[config.mk]
export PLATFORM = sky130hd
export DESIGN_NAME = cpu_clk_switch_ctrl
export DESIGN_NICKNAME = d
export VERILOG_FILES = /design/src/rtl/cpu_clk_switch_ctrl.sv
export SDC_FILE = /design/constraint.sdc
export NUM_CORES = 1
export LEC_CHECK = 0
export CAP_MARGIN = 10
export CORE_ASPECT_RATIO = 0.6
export CORE_MARGIN = 2
export CORE_UTILIZATION = 30
export CTS_BUF_LIST = sky130_fd_sc_hd__clkbuf_16
export CTS_CLUSTER_DIAMETER = 40
export DETAILED_ROUTE_END_ITERATION = 12
export PLACE_DENSITY = 0.59
export SLEW_MARGIN = 15
export SYNTH_ARGS = -nofsm -noshare
export SYNTH_HDL_FRONTEND = slang
export SYNTH_SLANG_ARGS = --single-unit
[constraint.sdc]
create_clock -name C7M -period 4 [get_ports C7M]
set_input_delay 0.4 -clock C7M [delete_from_list [all_inputs] [get_ports C7M]]
set_output_delay 0.4 -clock C7M [all_outputs]
set_load 0.01 [all_outputs]
[src/rtl/cpu_clk_switch_ctrl.sv]
// cpu_clk_switch_ctrl
//   Sequences every change of the CPU clock source, which covers both the slow/turbo
//   switch and the jumper frequency select. The raw switch/jumper vector is synchronised
//   and debounced. The controller then waits for PLL lock (when the target needs it) and
//   for an idle 68k bus. It raises CLK_HOLD, loads the one-hot DCS selects, lets the
//   clock settle, and releases CLK_HOLD, so the CPU clock never changes mid-cycle.
// Ports
//   C7M               in   1  clock (7.09 MHz)
//   RESET_n           in   1  synchronous, active-low reset
//   CPU_SPEED_SWITCH  in   1  1 = slow (C7M), 0 = turbo; asynchronous, bouncy
//   JP2, JP3, JP4     in   1  frequency select {JP2,JP3,JP4}; asynchronous
//   AS_CPU_n          in   1  CPU address strobe
//   DTACK_CPU_n       in   1  CPU data acknowledge
//   PLL_LOCK          in   1  AND of both PLL lock outputs; asynchronous
//   CLKSEL0           out  4  one-hot DCS0 select (C7M/C14M/C21M/C28M)
//   CLKSEL1           out  4  one-hot DCS1 select (C33M/C42M/C50M/OSC)
//   TURBO_SEL         out  1  1 = turbo clock taken from DCS1, 0 = from DCS0
//   CPU_SLOW          out  1  1 = CPU runs on C7M directly
//   CLK_HOLD          out  1  1 = CPU clock held while the source changes
//   BUSY              out  1  1 = a change sequence is in progress
module cpu_clk_switch_ctrl #(
  parameter int DEBOUNCE_CYCLES = 16,
  parameter int IDLE_CYCLES     = 2,
  parameter int SETTLE_CYCLES   = 8
) (
  input  logic       C7M,
  input  logic       RESET_n,
  input  logic       CPU_SPEED_SWITCH,
  input  logic       JP2,
  input  logic       JP3,
  input  logic       JP4,
  input  logic       AS_CPU_n,
  input  logic       DTACK_CPU_n,
  input  logic       PLL_LOCK,
  output logic [3:0] CLKSEL0,
  output logic [3:0] CLKSEL1,
  output logic       TURBO_SEL,
  output logic       CPU_SLOW,
  output logic       CLK_HOLD,
  output logic       BUSY
);

  localparam int DB_W = $clog2(DEBOUNCE_CYCLES + 1);
  localparam int IC_W = $clog2(IDLE_CYCLES + 1);
  localparam int SC_W = $clog2(SETTLE_CYCLES + 1);

  localparam logic [DB_W-1:0] DB_MAX  = DB_W'(DEBOUNCE_CYCLES);
  localparam logic [DB_W-1:0] DB_LAST = DB_W'(DEBOUNCE_CYCLES - 1);
  localparam logic [IC_W-1:0] IC_LAST = IC_W'(IDLE_CYCLES - 1);
  localparam logic [SC_W-1:0] SC_LAST = SC_W'(SETTLE_CYCLES - 1);

  // {slow, sel[2:0]} as seen at power-up: slow mode, select 000
  localparam logic [3:0] RESET_VEC = 4'b1000;

  localparam logic [2:0] ST_IDLE      = 3'd0;
  localparam logic [2:0] ST_WAIT_LOCK = 3'd1;
  localparam logic [2:0] ST_WAIT_BUS  = 3'd2;
  localparam logic [2:0] ST_HOLD      = 3'd3;
  localparam logic [2:0] ST_SWITCH    = 3'd4;
  localparam logic [2:0] ST_SETTLE    = 3'd5;

  // Turbo targets other than select 000 and 111 are fed by a PLL output.
  function automatic logic need_pll(input logic [3:0] tgt);
    return (tgt[3] == 1'b0) && (tgt[2:0] != 3'b000) && (tgt[2:0] != 3'b111);
  endfunction

  function automatic logic [3:0] sel_onehot(input logic [1:0] idx);
    return 4'b0001 << idx;
  endfunction

  logic [3:0]      raw_vec;
  logic [3:0]      vec_meta_r;
  logic [3:0]      vec_sync_r;
  logic [3:0]      vec_prev_r;
  logic [3:0]      stable_r;
  logic [3:0]      applied_r;
  logic [3:0]      tgt_r;
  logic            lock_meta_r;
  logic            lock_sync_r;
  logic            as_meta_r;
  logic            as_sync_r;
  logic            dtack_meta_r;
  logic            dtack_sync_r;
  logic            bus_idle;
  logic [DB_W-1:0] db_cnt_r;
  logic [IC_W-1:0] idle_cnt_r;
  logic [SC_W-1:0] settle_cnt_r;
  logic [2:0]      state_r;

  assign raw_vec  = {CPU_SPEED_SWITCH, JP2, JP3, JP4};
  assign bus_idle = as_sync_r & dtack_sync_r;

  // Two-flop synchronisers for every asynchronous input.
  always_ff @(posedge C7M) begin
    if (!RESET_n) begin
      vec_meta_r   <= RESET_VEC;
      vec_sync_r   <= RESET_VEC;
      lock_meta_r  <= 1'b0;
      lock_sync_r  <= 1'b0;
      as_meta_r    <= 1'b1;
      as_sync_r    <= 1'b1;
      dtack_meta_r <= 1'b1;
      dtack_sync_r <= 1'b1;
    end else begin
      vec_meta_r   <= raw_vec;
      vec_sync_r   <= vec_meta_r;
      lock_meta_r  <= PLL_LOCK;
      lock_sync_r  <= lock_meta_r;
      as_meta_r    <= AS_CPU_n;
      as_sync_r    <= as_meta_r;
      dtack_meta_r <= DTACK_CPU_n;
      dtack_sync_r <= dtack_meta_r;
    end
  end

  // Debounce: count consecutive equal samples; a vector is accepted once it has
  // matched its previous sample DEBOUNCE_CYCLES times in a row.
  always_ff @(posedge C7M) begin
    if (!RESET_n) begin
      vec_prev_r <= RESET_VEC;
      db_cnt_r   <= '0;
      stable_r   <= RESET_VEC;
    end else begin
      vec_prev_r <= vec_sync_r;
      if (vec_sync_r != vec_prev_r) begin
        db_cnt_r <= '0;
      end else begin
        if (db_cnt_r != DB_MAX) begin
          db_cnt_r <= db_cnt_r + DB_W'(1);
        end
        if (db_cnt_r >= DB_LAST) begin
          stable_r <= vec_sync_r;
        end
      end
    end
  end

  // Change sequencer; all outputs are registered here.
  always_ff @(posedge C7M) begin
    if (!RESET_n) begin
      state_r      <= ST_IDLE;
      tgt_r        <= RESET_VEC;
      applied_r    <= RESET_VEC;
      idle_cnt_r   <= '0;
      settle_cnt_r <= '0;
      CLKSEL0      <= 4'b0001;
      CLKSEL1      <= 4'b0001;
      TURBO_SEL    <= 1'b0;
      CPU_SLOW     <= 1'b1;
      CLK_HOLD     <= 1'b0;
      BUSY         <= 1'b0;
    end else begin
      case (state_r)
        ST_IDLE: begin
          // tgt is captured only here, so changes while busy wait for the next pass
          if (stable_r != applied_r) begin
            tgt_r   <= stable_r;
            state_r <= ST_WAIT_LOCK;
            BUSY    <= 1'b1;
          end
        end
        ST_WAIT_LOCK: begin
          // lock is only checked on entry; a later loss of lock is ignored
          if (!(need_pll(tgt_r) && !lock_sync_r)) begin
            state_r    <= ST_WAIT_BUS;
            idle_cnt_r <= '0;
          end
        end
        ST_WAIT_BUS: begin
          if (!bus_idle) begin
            idle_cnt_r <= '0;
          end else if (idle_cnt_r == IC_LAST) begin
            state_r  <= ST_HOLD;
            CLK_HOLD <= 1'b1;
          end else begin
            idle_cnt_r <= idle_cnt_r + IC_W'(1);
          end
        end
        ST_HOLD: begin
          // Selects are loaded on the edge entering SWITCH, so they change one edge
          // after CLK_HOLD rises and are already stable throughout SWITCH.
          if (tgt_r[2]) begin
            CLKSEL1 <= sel_onehot(tgt_r[1:0]);
          end else begin
            CLKSEL0 <= sel_onehot(tgt_r[1:0]);
          end
          TURBO_SEL <= tgt_r[2];
          CPU_SLOW  <= tgt_r[3];
          applied_r <= tgt_r;
          state_r   <= ST_SWITCH;
        end
        ST_SWITCH: begin
          settle_cnt_r <= '0;
          state_r      <= ST_SETTLE;
        end
        ST_SETTLE: begin
          if (settle_cnt_r == SC_LAST) begin
            state_r  <= ST_IDLE;
            CLK_HOLD <= 1'b0;
            BUSY     <= 1'b0;
          end else begin
            settle_cnt_r <= settle_cnt_r + SC_W'(1);
          end
        end
        default: begin
          state_r  <= ST_IDLE;
          CLK_HOLD <= 1'b0;
          BUSY     <= 1'b0;
        end
      endcase
    end
  end

endmodule

# == After elaboration in Yosys (flattened, before gate mapping) ==
# Cells that the tools add are included.
# word_totals
regBits,56
wordCells,90
in_bits,9
out_inout_bits,12
# classes
magnitude_cmp,1
reduce_logical,20
n_mux,18
eq_ne,18
n_bitwise,7
shift,1
n_addsub,3
# ops
cell,n
one-hot mux 3 bit (6 select lines),1
2-to-1 mux 3 bit,5
"!= test 2 bit, second input constant",6
AND reduction 2 bit,5
!= test 4 bit,2
one-hot mux 4 bit (2 select lines),1
OR reduction 4 bit,2
"equality test 3 x 2 -> 1 bit, second input constant",2
"equality test 3 bit, second input constant",2
2-to-1 mux 2 bit,3
"!= test 3 bit, second input constant",2
NOT 1 bit,6
one-hot mux 1 bit (3 select lines),2
AND reduction 3 bit,2
"adder 5 x 1 -> 5 bit, second input constant",1
"greater-or-equal comparator 5 x 4 -> 1 bit, second input constant",1
"!= test 5 bit, second input constant",1
AND reduction 5 bit,1
"adder 4 x 1 -> 4 bit, second input constant",1
"equality test 4 x 3 -> 1 bit, second input constant",1
2-to-1 mux 1 bit,4
2-to-1 mux 4 bit,1
one-hot mux 2 bit (2 select lines),1
AND reduction 4 bit,1
other kinds (11),14

# == Depth between registers and ports, before layout ==
# Gate-level depths: netlist (run 1).
# depth
word_depth,6
ltp_mapped,6
depth_no_buf,6

# == Least setup slack after synthesis (run 1) ==
# No wires, ideal clock.
# synth_path
path_kind,register -> register
startpoint,register db_cnt_r[0]
endpoint,register stable_r[3]
synth_period_minus_slack_ns,1.739
arrival_time_ns,1.616
setup_ns,0.123
path_stages_with_launch,6
slack_ns,2.261
required_ns,3.877
path_buffers,0
path_cell_list,dfxtp_1 ha_1 and3_1 ha_1 o31ai_2 mux2_1
# synth_between
elab_chain_len,2
# synth_rtl
item,line,source
start: declaration,85,logic [DB_W-1:0] db_cnt_r;
start signal: assignment,129,db_cnt_r <= db_cnt_r + DB_W'(1);
greater-or-equal comparator 5 x 4 -> 1 bit,131,if (db_cnt_r >= DB_LAST) begin
AND reduction 2 bit (no source line),--,
end signal: assignment,132,stable_r <= vec_sync_r;
end: declaration,75,logic [3:0] stable_r;
# Every way passes these cells.
# A chain may end at the register's enable or synchronous reset.

# == Final worst setup path (run 1) ==
# Ends and elaborated chain as after synthesis.

==> impl_metrics.json, run 1 <==
{
  "die_area_sq_um": 8050,
  "htree_levels": 2,
  "io_pins": 21,
  "synth_top_cell_by_area": "dfxtp_1",
  "fin_setup_tns_ps": 0,
  "post_cts_buffers": 0,
  "place_area_sq_um": 2480,
  "setup_violations": 0,
  "num-nets-final": 262,
  "max-clock-path-buffers": 2,
  "status": "completed",
  "initial_core_util_pct": 30.6,
  "netlist.area_leader.share_pct": 49.2,
  "synth_area_sq_um": 2200,
  "power.switching_mw": 0.215,
  "cts_tree": "done",
  "port_buffers": 20,
  "vias": 1559,
  "required_ps": 4180,
  "fin_crit_ps": 1920,
  "syn_to_final_growth_pct": 20.3,
  "synthFlopType": "dfxtp_1",
  "whs_path_depth": 1,
  "fmax_mhz": 521,
  "drv_cap": 0,
  "sequentialPowerShare_pct": 51.4,
  "grt-ovfl-total": 0,
  "hpwl_um": 2990,
  "yosysMostFrequentCell": "dfxtp_1",
  "n_antenna_cell": 0,
  "reg2regPathDepth": 5,
  "power_leakage_nw": 1.07,
  "fp.dieW_um": 115,
  "final_area_sq_um": 2640,
  "synth_nets": 244,
  "ant_nets": 0,
  "worstHoldEndpoint": "vec_sync_r[3]",
  "antenna_found_initial": 0,
  "yosys_warnings": 0,
  "ys_top_cells_by_count": "dfxtp_1, nand2_1, mux2i_1, o21ai_0, xor2_1",
  "synth_top_cells_by_area": "dfxtp_1, mux2i_1, xor2_1",
  "post_drt_wl_per_cell_um": 12.3,
  "worstSkewPairLatency_ps": 300,
  "grt_max_degree": 36,
  "crit_fanout": 4,
  "first_iter_violations": 39,
  "ys_seq_area_share_pct": 49.2,
  "drt-total-wl_um": 4180,
  "clkTransAtPathRegs_ps": 70,
  "async_reset_ff_share_pct": 0,
  "coreArea_sq_um": 7180,
  "drt-pass1-iter-count": 4,
  "holdBufCountCts": 0,
  "cp-start-kind": "flop",
  "synth-edff-count": 0,
  "clockPowerShare_pct": 45.3,
  "place_congestion": 0.704,
  "relSlewSlack_pct": 39.6,
  "irDropWorstVdd_mv": 0.173,
  "fin_skew_ps": 7.34,
  "hold_viol": 0,
  "comb_power_share_pct": 3.4,
  "grt_pass1_vias": 1557,
  "cts-root-buf": "clkbuf_16",
  "worstSetupPathType": "flop to flop",
  "rrSetupSlack_ps": 2080,
  "grt_usage_pct": 11.7,
  "grt_first_pass_wirelength_um": 7220,
  "ys_seq_elements": 54,
  "cts_resized": 0,
  "min_from": "vec_meta_r[3]",
  "final_core_utilization_pct": 36.8,
  "startpoint": "db_cnt_r[0]",
  "r2r-start": "db_cnt_r[0]",
  "dpl.cell_count": 332,
  "swShare_pct": 20.0,
  "report.power.total_mw": 1.07,
  "worstSetupEndpointType": "flop",
  "synthDistinctLibCells": 41,
  "rows": 24,
  "syn_inst": 230,
  "slew_violations": 0,
  "worstPathArrival_ps": 2100,
  "power.internal_mw": 0.858,
  "cts_sinks": 54,
  "r2r_end": "stable_r[3]",
  "rsz0062_at_grt": "no",
  "viasPerCell": 4.60,
  "min_period_over_period_pct": 47.9,
  "worst_pin_slew_ps": 897,
  "hp-class": "flop to flop",
  "die_height_um": 70.3,
  "power_density_nw_per_um2": 406,
  "drive_above_1_share_pct": 5.65,
  "avgSynthCellArea_sq_um": 9.56,
  "stdcell_count": 339,
  "cts_inserted_buffers": 5,
  "drc": 0
}
-- worst max-delay path, cell delays in order, from the launching register on --
cell and delay, ps:
dfxtp_1 330, ha_1 230, and3_1 190, ha_1 180
o31ai_2 490, mux2_1 380
-- placed cells by master (no fill, tap or decap), types with 6 or more instances in the layout --
cell,count
dfxtp_1,54
nand2_1,22
clkdlybuf4s50_1,20
xor2_1,11
mux2i_1,11
o21ai_0,11
inv_1,10
and2_1,10
nor2b_1,9
nand3_1,9
nand2b_1,9
o21ai_1,6
nor2_1,6
-- area by class of cell --
type / instances / area (sq um)
Clock buffer: 5 / 125
Clock inverter: 2 / 38.8
Fill cell: 711 / 4530
Inverter: 12 / 45.0
Multi-Input combinational cell: 154 / 1030
Sequential cell: 54 / 1080
Tap cell: 91 / 114
Timing Repair Buffer: 21 / 208
-- flip-flops by register name, indices dropped and copies added, names as in the netlist, 4 cells and up --
register      flops
CLKSEL1           4
db_cnt_r          5
settle_cnt_r      4
vec_prev_r        4
vec_meta_r        4
tgt_r             4
stable_r          4
vec_sync_r        4
CLKSEL0           4
-- worst max-delay path by stage --
stage | to | slack [ps] | cells past startpoint
6_report | stable_r[3] | 2080 | 5
5_1_grt | stable_r[3] | 2000 | 5
4_1_cts | stable_r[3] | 2070 | 5
3_5_place_dp | stable_r[3] | 1830 | 4
3_3_place_gp | stable_r[3] | 1810 | 4
2_1_floorplan | stable_r[3] | 2260 | 5
-- stage by stage --
step / hold WS [ps] / setup slack (ps)
4_1_cts: 411 / 2070
5_1_grt: 423 / 2000
6_report: 408 / 2080
2_1_floorplan: 386 / 2260
3_3_place_gp: 391 / 1810
3_5_place_dp: 396 / 1830
-- power by group through the flow --
| stage | registers [mW] | logic, mW | clock network, mW |
|---|---|---|---|
| detailed placement | 0.564 | 0.0363 | 0 |
| floorplan | 0.562 | 0.0225 | 0 |
| CTS | 0.551 | 0.0367 | 0.505 |
| global placement | 0.564 | 0.0353 | 0 |
| global route | 0.552 | 0.0399 | 0.524 |
| finish | 0.551 | 0.0361 | 0.486 |
-- cell families after synthesis --
family	synth area share (%)
multiplexers	5.52
flip-flops	49.2
XOR/XNOR	5.18
AO/OA/AOI/OAI	10.5
adder cells (fa/ha/maj)	2.85
AND/OR/NAND/NOR	22.9
buffers and inverters	3.87
-- routing by layer --
metal | track usage [%] | vias to the layer above | routed length (um)
met5 | 0 | - | 0
met4 | 6.10 | 0 | 95
met3 | 4.08 | 8 | 152
met2 | 16.4 | 21 | 1670
met1 | 15.7 | 711 | 2260
li1 | - | 819 | -
(Power assumes the default switching activity.)
==> run 2, diff against run 1 <==
==> constraint.sdc (replaced) <==
create_clock -name C7M -period 1.9 [get_ports C7M]
set_input_delay 0.19 -clock C7M [delete_from_list [all_inputs] [get_ports C7M]]
set_output_delay 0.19 -clock C7M [all_outputs]
set_load 0.01 [all_outputs]
==> run 2 against run 1 <==
  * Worst setup slack lost 1800 ps
  * Clock power grew 86%
  * Register-to-register slack lost 1800 ps
  * Critical path type unchanged
  * Final area grew 1.2%
  * Clock-buffer cell count is the same
  * Combinational power grew 120%
  * Largest power group unchanged
  * Sequential share of layout area shrank 0.48 points
  * Hold slack gained 13 ps
  * Power grew 100%
  * Sequential power grew 110%
  * Via count grew 3.0%
==> impl_metrics.json, run 2 (synthesis results as in run 1) <==
{
  "largest_reg_flops": 5,
  "status": "completed",
  "min_period_over_period_pct": 86.8,
  "grt_max_degree": 38,
  "clkTransAtPathRegs_ps": 70,
  "cp_num_buf_inv": 0,
  "fin_crit_ps": 1650,
  "io_pins": 21,
  "place_area_sq_um": 2530,
  "rsz0062_at_grt": "no",
  "viasPerCell": 4.66,
  "hold_viol": 0,
  "die_area_sq_um": 8050,
  "die_height_um": 70.3,
  "grt_first_pass_wirelength_um": 7310,
  "drv_cap": 0,
  "grt_usage_pct": 11.8,
  "slew_violations": 0,
  "relSlewSlack_pct": 61.1,
  "worst_pin_slew_ps": 578,
  "setup_violations": 0,
  "worstSkewPairLatency_ps": 290,
  "report.power.total_mw": 2.15,
  "cts_inserted_buffers": 5,
  "hpwl_um": 3050,
  "initial_core_util_pct": 30.6,
  "drc": 0,
  "port_buffers": 20,
  "worstSetupPathType": "flop to flop",
  "fin_skew_ps": 2.74,
  "stdcell_count": 345,
  "slowest_delay_ps": 540,
  "max-clock-path-buffers": 2,
  "syn_to_final_growth_pct": 21.7,
  "whs_path_depth": 1,
  "top_register": "db_cnt_r",
  "fp.dieW_um": 115,
  "rows": 24,
  "cp-start-kind": "flop",
  "power_density_nw_per_um2": 802,
  "power_leakage_nw": 1.09,
  "crit_chain": "nor3_1, or4_1, nor3b_1, o211a_1",
  "worstPathArrival_ps": 1830,
  "num-nets-final": 267,
  "drt-pass1-iter-count": 4,
  "holdBufCountCts": 0,
  "mostFrequentLayoutCells": "dfxtp_1, nand2_1, clkdlybuf4s50_1",
  "reg2regPathDepth": 4,
  "path_delay_family": "simple AND/OR/NAND/NOR gates",
  "crit_path_top_delay_cell": "or4_1",
  "post_cts_buffers": 0,
  "cts-root-buf": "clkbuf_16",
  "required_ps": 2090,
  "grt_pass1_vias": 1501,
  "cts_tree": "done",
  "coreArea_sq_um": 7180,
  "ant_nets": 0,
  "final_common_cell": "dfxtp_1",
  "worstSetupEndpointType": "flop",
  "cts_sinks": 54,
  "crit_fanout": 10,
  "drive_above_1_share_pct": 7.48,
  "cts_resized": 0,
  "first_iter_violations": 79,
  "vias": 1606,
  "path_depth": 4,
  "fin_setup_tns_ps": 0,
  "dpl.cell_count": 337,
  "fmax_mhz": 607,
  "irDropWorstVdd_mv": 0.332,
  "nFillCells": 720,
  "place_congestion": 0.747,
  "n_antenna_cell": 0,
  "final_area_sq_um": 2680,
  "drt-total-wl_um": 4270,
  "htree_levels": 2,
  "antenna_found_initial": 0,
  "post_drt_wl_per_cell_um": 12.4,
  "hp-class": "flop to flop",
  "grt-ovfl-total": 0
}
-- run 2: cell count changes in the layout (fill, tap and decap cells not counted), sizes merged --
cell	previous run	this run
buf	1	6
inv	12	13
clkinvlp	0	1
bufinv	1	0
-- run 2: report_power, final --
part	leakage, nW	internal (mW)	total, mW	switching [mW]
Combinational	0.579	0.0429	0.0806	0.0376
Sequential	0.439	1.15	1.16	0.00946
Clock	0.0679	0.489	0.904	0.415
Total	1.09	1.68	2.15	0.462
-- run 2: cell type report --
| type | instances | area [sq um] | share of cell area [%] |
|---|---|---|---|
| flip-flops and latches | 54 | 1080 | 40.4 |
| multi-input cells | 154 | 1030 | 38.6 |
| repair buffers | 26 | 258 | 9.64 |
| clock buffers | 5 | 125 | 4.68 |
| well taps | 91 | 114 | 4.26 |
| inverters | 12 | 45.0 | 1.68 |
| clock inverters | 3 | 20.0 | 0.748 |
-- run 2: through the flow --
stage          worst slack (ps)  utilization (%)  hold slack (ps)
2_1_floorplan               161                -              277
3_3_place_gp                293             35.3              396
3_5_place_dp                260             35.3              410
4_1_cts                     242             37.3              424
5_1_grt                     168             37.3              428
6_report                    251             37.3              422
-- run 2: path summary, 6_finish.rpt --
path	start	to	slack, ps
worst max-delay path	tgt_r[0]	state_r[1]	250
worst min-delay path	dtack_meta_r	dtack_sync_r	420
worst max register to register	tgt_r[0]	state_r[1]	250
worst min register to register	dtack_meta_r	dtack_sync_r	420
-- run 2: routing by layer --
metal  GRT usage, %  wire (um)  vias up
met5              0          0        -
met4           4.88         81        0
met3           3.82        178        8
met2           15.9       1680       23
met1           17.0       2330      744
li1               -          -      831
==> run 3, diff against run 2 <==
--- a/config.mk
+++ b/config.mk
@@ -12,8 +12,6 @@
 export CTS_BUF_LIST = sky130_fd_sc_hd__clkbuf_16
 export CTS_CLUSTER_DIAMETER = 40
 export DETAILED_ROUTE_END_ITERATION = 12
-export PLACE_DENSITY = 0.59
-export SLEW_MARGIN = 15
 export SYNTH_ARGS = -nofsm -noshare
 export SYNTH_HDL_FRONTEND = slang
 export SYNTH_SLANG_ARGS = --single-unit
==> run 3 against run 2 <==
  * Sequential power about the same
  * Combinational power down 0.6%
  * Global-route usage down 0.68 points
  * Wire length down 5.8%
  * Register-to-register slack about the same
  * Highest routed layer is now met3
==> impl_metrics.json, run 3 (synthesis results as in run 1) <==
{
  "hpwl_um": 2920,
  "cts_resized": 0,
  "drc": 0,
  "status": "completed",
  "ant_nets": 0,
  "crit_fanout": 3,
  "port_buffers": 20,
  "largest_reg_flops": 5,
  "io_pins": 21,
  "power.switching_mw": 0.420,
  "slew_violations": 0,
  "seqCellArea_sq_um": 1080,
  "fin_ws_ps": 251,
  "htree_levels": 2,
  "coreArea_sq_um": 7180,
  "post_cts_buffers": 0,
  "cts_inserted_buffers": 5,
  "rsz0062_at_grt": "no",
  "worstPathArrival_ps": 1820,
  "cts-root-buf": "clkbuf_16",
  "antenna_found_initial": 0,
  "cp-start-kind": "flop",
  "report.power.total_mw": 2.22,
  "grt_pass1_vias": 1544,
  "worstSetupEndpointType": "flop",
  "stdcell_count": 344,
  "place_area_sq_um": 2530,
  "clkTransAtPathRegs_ps": 60,
  "power_leakage_nw": 1.10,
  "final_common_cell": "dfxtp_1",
  "holdWs_ps": 410,
  "final_core_utilization_pct": 37.5,
  "rows": 24,
  "swShare_pct": 18.9,
  "die_area_sq_um": 8050,
  "drt-met1-wl_um": 2190,
  "sequentialPowerShare_pct": 52.2,
  "worstSkewPairLatency_ps": 280,
  "drt-total-wl_um": 4030,
  "irDropWorstVdd_mv": 0.318,
  "route.top_layer_used": "met3",
  "comb_power_share_pct": 3.6,
  "grt-ovfl-total": 0,
  "worst_pin_slew_ps": 517,
  "fin_crit_ps": 1650,
  "n_antenna_cell": 0,
  "drt-pass1-iter-count": 4,
  "final_area_sq_um": 2690,
  "vias": 1566,
  "first_iter_violations": 110,
  "wl_met3_um": 140,
  "viasPerCell": 4.55,
  "cts_tree": "done",
  "max-clock-path-buffers": 2,
  "fmax_mhz": 606,
  "met2_length_um": 1700,
  "initial_core_util_pct": 30.6,
  "grt_usage_pct": 11.1,
  "power_density_nw_per_um2": 827,
  "grt_max_degree": 36,
  "drive_above_1_share_pct": 7.11,
  "holdBufCountCts": 0,
  "nFillCells": 730,
  "clockPowerShare_pct": 44.2,
  "post_drt_wl_per_cell_um": 11.7,
  "power.internal_mw": 1.80,
  "hp-class": "flop to flop",
  "num-nets-final": 267,
  "fin_setup_tns_ps": 0,
  "relSlewSlack_pct": 65.5,
  "mostFrequentLayoutCells": "dfxtp_1, nand2_1, clkdlybuf4s50_1",
  "setup_violations": 0,
  "top_register": "db_cnt_r",
  "syn_to_final_growth_pct": 22.3,
  "die_height_um": 70.3,
  "grt_first_pass_wirelength_um": 7160,
  "fp.dieW_um": 115,
  "worstSetupPathType": "flop to flop",
  "required_ps": 2070,
  "dpl_worst_slack_ps": 259,
  "cts_sinks": 54,
  "fin_skew_ps": 7.54,
  "multi_input_area_sq_um": 1030,
  "min_period_over_period_pct": 86.8,
  "dpl.cell_count": 337,
  "drv_cap": 0,
  "hold_viol": 0,
  "place_congestion": 0.764
}
run 3: final cells by class:
type	count	area share [%]
Multi-Input combinational cell	154	38.4
Sequential cell	54	40.2
Inverter	12	1.68
Timing Repair Buffer	26	9.59
Tap cell	91	4.23
Clock inverter	2	1.26
Clock buffer	5	4.65
run 3: metal layers:
| metal | GRT usage [%] | up-vias |
|---|---|---|
| met1 | 15.9 | 717 |
| met3 | 3.30 | 0 |
| met5 | 0 | - |
| met2 | 16.1 | 15 |
| li1 | - | 834 |
| met4 | 3.25 | 0 |
run 3: worst paths after layout:
check	from	end	slack, ps	depth (start not counted)
worst max-delay path	db_cnt_r[0]	stable_r[3]	250	5
worst min-delay path	as_meta_r	as_sync_r	410	1
worst max register to register	db_cnt_r[0]	stable_r[3]	250	5
worst min register to register	as_meta_r	as_sync_r	410	1
run 3: critical path, cell delays in order, from the launching register on:
cell and delay, ps:
dfxtp_1 330, ha_1 220, and3_1 180, ha_1 180, o31ai_2 270, mux2_1 340
run 3: power groups by stage:
stage	Clock (mW)	Combinational, mW	Sequential, mW
4_1_cts	1.03	0.0820	1.16
5_1_grt	1.07	0.0903	1.16
3_5_place_dp	0	0.0813	1.19
3_3_place_gp	0	0.0812	1.19
6_report	0.983	0.0801	1.16
2_1_floorplan	0	0.0475	1.18
